## src/rtl/uart_tx_ctrl.sv

```systemverilog
// rtl/uart_tx_ctrl.sv - UART TX sequencing FSM; parity state gated by UART_TX_PARITY_EN
module uart_tx_ctrl #(
    parameter int DATA_W       = 8,
    parameter int CLKS_PER_BIT = 16
) (
    input  logic              clk,
    input  logic              rst,
    input  logic [DATA_W-1:0] data_in,
    input  logic              data_valid,
    input  logic              par_typ,
    output logic [2:0]        mux_sel,
    output logic              ser_data,
    output logic              par_bit,
    output logic              busy,
    output logic              tx_done
);

    localparam int CW = (CLKS_PER_BIT > 1) ? $clog2(CLKS_PER_BIT) : 1;
    localparam int BW = (DATA_W > 1) ? $clog2(DATA_W) : 1;
    localparam logic [CW-1:0] BAUD_LAST = CW'(CLKS_PER_BIT - 1);
    localparam logic [BW-1:0] BIT_LAST  = BW'(DATA_W - 1);
`ifdef UART_TX_PARITY_EN
    localparam logic PAR_EN = 1'b1;
`else
    localparam logic PAR_EN = 1'b0;
`endif

    typedef enum logic [2:0] {
        S_IDLE   = 3'b000,
        S_START  = 3'b001,
        S_DATA   = 3'b010,
        S_PARITY = 3'b011,
        S_STOP   = 3'b100
    } state_t;

    state_t            state;
    logic [CW-1:0]     baud_cnt;
    logic [BW-1:0]     bit_idx;
    logic [DATA_W-1:0] shift_reg;
    logic              baud_last;

    assign baud_last = (baud_cnt == BAUD_LAST);
    assign mux_sel   = state;

    always_ff @(posedge clk) begin
        if (rst) begin
            state     <= S_IDLE;
            busy      <= 1'b0;
            tx_done   <= 1'b0;
            ser_data  <= 1'b0;
            par_bit   <= 1'b0;
            baud_cnt  <= '0;
            bit_idx   <= '0;
            shift_reg <= '0;
        end else begin
            tx_done <= 1'b0;
            case (state)
                S_IDLE: begin
                    baud_cnt <= '0;
                    bit_idx  <= '0;
                    if (data_valid) begin
                        shift_reg <= data_in;
                        par_bit   <= PAR_EN & (^data_in ^ par_typ);
                        state     <= S_START;
                        busy      <= 1'b1;
                    end
                end
                S_START: begin
                    if (baud_last) begin
                        baud_cnt  <= '0;
                        ser_data  <= shift_reg[0];
                        shift_reg <= shift_reg >> 1;
                        state     <= S_DATA;
                    end else begin
                        baud_cnt <= baud_cnt + 1'b1;
                    end
                end
                S_DATA: begin
                    if (baud_last) begin
                        baud_cnt <= '0;
                        if (bit_idx == BIT_LAST) begin
                            bit_idx <= '0;
`ifdef UART_TX_PARITY_EN
                            state   <= S_PARITY;
`else
                            state   <= S_STOP;
`endif
                        end else begin
                            // next bit is loaded at the boundary so it holds for the whole period
                            bit_idx   <= bit_idx + 1'b1;
                            ser_data  <= shift_reg[0];
                            shift_reg <= shift_reg >> 1;
                        end
                    end else begin
                        baud_cnt <= baud_cnt + 1'b1;
                    end
                end
`ifdef UART_TX_PARITY_EN
                S_PARITY: begin
                    if (baud_last) begin
                        baud_cnt <= '0;
                        state    <= S_STOP;
                    end else begin
                        baud_cnt <= baud_cnt + 1'b1;
                    end
                end
`endif
                S_STOP: begin
                    if (baud_last) begin
                        baud_cnt <= '0;
                        state    <= S_IDLE;
                        busy     <= 1'b0;
                        tx_done  <= 1'b1;
                    end else begin
                        baud_cnt <= baud_cnt + 1'b1;
                    end
                end
                default: begin
                    state    <= S_IDLE;
                    busy     <= 1'b0;
                    baud_cnt <= '0;
                    bit_idx  <= '0;
                end
            endcase
        end
    end

endmodule

```

## config.mk

```make
export PLATFORM = sky130hd
export DESIGN_NAME = uart_tx_ctrl
export DESIGN_NICKNAME = d
export VERILOG_FILES = /design/src/rtl/uart_tx_ctrl.sv
export SDC_FILE = /design/constraint.sdc
export NUM_CORES = 1
export LEC_CHECK = 0
export ABC_AREA = 1
export CAP_MARGIN = 30
export CORE_ASPECT_RATIO = 0.75
export CORE_MARGIN = 2
export CORE_UTILIZATION = 38
export CTS_CLUSTER_DIAMETER = 150
export DETAILED_ROUTE_END_ITERATION = 8
export PLACE_DENSITY_LB_ADDON = 0.1
export SLEW_MARGIN = 15
export SYNTH_ARGS = -nofsm -noshare
export SYNTH_HDL_FRONTEND = slang
export SYNTH_SLANG_ARGS = --single-unit
```

## constraint.sdc

```tcl
create_clock -name clk -period 1.65 [get_ports clk]
set_input_delay 0.33 -clock clk [delete_from_list [all_inputs] [get_ports clk]]
set_output_delay 0.33 -clock clk [all_outputs]
set_load 0.05 [all_outputs]
```

==> flow_summary.yaml <==
worst_setup_path:
  regToRegStartpoint: "baud_cnt[0]$_SDFF_PP0_"
  worstSetupEndpointType: "flop"
  worstPathMaxFanout: 15
  cp_top_family: "simple AND/OR/NAND/NOR gates"
  cp_common_cell: "nand2_1"
  path_buf_inv: 1
  crit_path_top_delay_cell: "dfxtp_1"
  crit_type: "flop to flop"
  crit_required_ps: 1820
  r2r_end: "shift_reg[0]$_SDFFE_PP0P_"
  start_kind: "flop"
  ff2ff_setup_slack_ps: 140
  worstPathCellList: "ha_1 > nand3_2 > nand3_1 > nand2_2 > nor2_4 > buf_12 > nand2_1 > nand2_1 > nor2_1"
  r2r_cells: 9
  max_stage_delay_ps: 360
  cp.arrival_ps: 1680
cells_and_area:
  largest_reg_flops: 8
  fillerInstances: 306
  insertedDiodeCount: 0
  seqCellArea_um2: 420
  nNetsFinal: 206
  multiInputGateArea_um2: 589
  fin_util: 0.500
  final_layout_size_suffix_gt1_frac: 0.159
  areaGrowthSynthToFinish_pct: 28.1
logic_synthesis:
  synth_ff_type: "dfxtp_1"
  yosysWarnings: 0
  synthDominantCellAreaShare: 0.375
  netlist_instances: 168
  synth_seq_area_share: 0.375
  async_reset_ff_frac: 0
  synth.avg_cell_area_um2: 6.67
  syn-cell-area_um2: 1120
  ys_ff_latch: 21
  netlist.top_cell.by_area: "dfxtp_1"
  syn_nets: 184
  synth-edff-count: 0
  netlist_top_cells_area: "dfxtp_1, nand2_1, nand3_1"
  ys_types: 25
global_routing:
  grt-ovfl-total: 0
  grt_pass1_vias: 983
  antenna_found_initial: 0
  grt_pass1_wl_mm: 4.24
  grt_max_degree: 16
  grt.total_usage: 0.164
floorplan:
  rows: 17
  start_util: 0.390
  die_area_um2: 3410
  pin_count: 19
  core_um2: 2870
  die_y_um: 51.0
  dieWidth_um: 66.7
clock_tree:
  cts.reportedPaths.clkPinSlew_ps: 80
  root_buffer: "clkbuf_8"
  htreeDepth: 1
  cts_hold_buf: 0
  clock_latency_ps: 260
  cts_buffer_depth: 2
  cts.sinks: 21
  cts_setup_buffers: 0
  cts_buffers: 3
  cts_tree: "done"
  post_cts_resized: 0
detailed_routing:
  first_iter_violations: 81
  ant_nets: 0
  topRoutingLayerUsed: "met4"
  wl_met3_um: 144
  drt_wl_total_mm: 2.34
  drc: 0
  wl_per_cell_um: 10.3
  vias_per_cell: 4.64
  first_pass_iters: 4
  met1Wirelength_mm: 1.17
  via_count: 1054
  route.met2.wl_mm: 1.01
worst_hold_path:
  hp-class: "flop to flop"
  whs_endpoint: "baud_cnt[0]$_SDFF_PP0_"
  min_path_cells: 1
  hold_start: "baud_cnt[0]$_SDFF_PP0_"
power:
  power_density_nw_per_um2: 1630
  cellLeakagePower_nw: 0.712
  max-vdd-ir-drop_mv: 0.673
placement:
  hpwlAfterDp_mm: 1.74
  gp_congestion: 0.885
  port_buffers: 16
sta:
  fin_crit_ps: 1510
  slew_viol_final: 0
  max_freq_mhz: 663
  fin_crit_sh: 0.915
  setup_tns_ps: 0
  finalHoldViolCount: 0
  rsz0062_at_grt: "no"
  skew_ps: 2.53
  setup_violations: 0
outcome:
  outcome: "completed"
flow_run:
  maxCapViolCount: 0
[power by group]
| group | switching (mW) | total [mW] | internal, mW |
|---|---|---|---|
| combinational | 0.743 | 1.25 | 0.510 |
| sequential | 0.0964 | 0.732 | 0.636 |
| clock | 0.181 | 0.352 | 0.171 |
[logic make-up (layout without fill, tap and decap cells)]
group | count (synthesis) | after routing | share of synthesized area
AO/OA/AOI/OAI | 12 | 12 | 0.0647
other | 1 | 1 | 0.00335
buffers and inverters | 27 | 48 | 0.106
flip-flops | 21 | 21 | 0.375
AND/OR/NAND/NOR | 101 | 101 | 0.391
adder cells (fa/ha/maj) | 4 | 4 | 0.0446
XOR/XNOR | 2 | 2 | 0.0156
[Yosys cell counts, types with 4 or more instances]
| cell type | instances |
|---|---|
| a21oi_1 | 7 |
| dfxtp_1 | 21 |
| ha_1 | 4 |
| inv_1 | 16 |
| inv_2 | 4 |
| nand2_1 | 40 |
| nand3_1 | 24 |
| nor2_1 | 28 |
[metal layers]
layer | track usage | vias up
li1 | - | 570
met1 | 0.220 | 456
met2 | 0.252 | 26
met3 | 0.0551 | 2
met4 | 0.0408 | 0
met5 | 0 | -
[metrics by stage]
stage                     cells  cell area (µm²)  hold slack, ps  setup slack [ps]  power (mW)
after floorplan             168             1120             418              10.8        1.62
after global placement      223             1380             432              27.2        1.96
after detailed placement    223             1380             447              1.03        1.98
after CTS                   227             1430             459               103        2.34
after global routing        227             1440             485              6.11        2.57
final                       227             1440             456               141        2.34
[how the worst max path moves through the flow]
stage	start	endpoint	slack, ps	cells past startpoint
finish	baud_cnt[0]$_SDFF_PP0_	shift_reg[0]$_SDFFE_PP0P_	140	9
global route	baud_cnt[0]$_SDFF_PP0_	shift_reg[0]$_SDFFE_PP0P_	6	9
CTS	mux_sel[0]$_SDFFE_PP0P_	mux_sel[1]$_SDFFE_PP0P_	100	8
detailed placement	data_valid	shift_reg[0]$_SDFFE_PP0P_	1	9
global placement	data_valid	shift_reg[0]$_SDFFE_PP0P_	30	9
floorplan	mux_sel[2]$_SDFFE_PP0P_	shift_reg[4]$_SDFFE_PP0P_	10	8
[cell usage in the layout, fill, tap and decap left out, drive strengths merged]
cell type      count
clkinvlp           1
o21bai             2
nand3             25
o21ai              1
nand4              2
ha                 4
nand2             41
xor2               1
inv               20
nor3               2
a21oi              8
buf               14
clkdlybuf4s50     10
dfxtp             21
conb               1
clkbuf             3
xnor2              1
nor2              31
o31a               1
[final cells by class]
type | count | area share
repair buffers | 24 | 0.178
clock inverters | 1 | 0.00523
well taps | 38 | 0.0331
flip-flops and latches | 21 | 0.293
multi-input cells | 120 | 0.410
clock buffers | 3 | 0.0287
inverters | 20 | 0.0523
No activity file was read; power rests on OpenSTA's default activity.
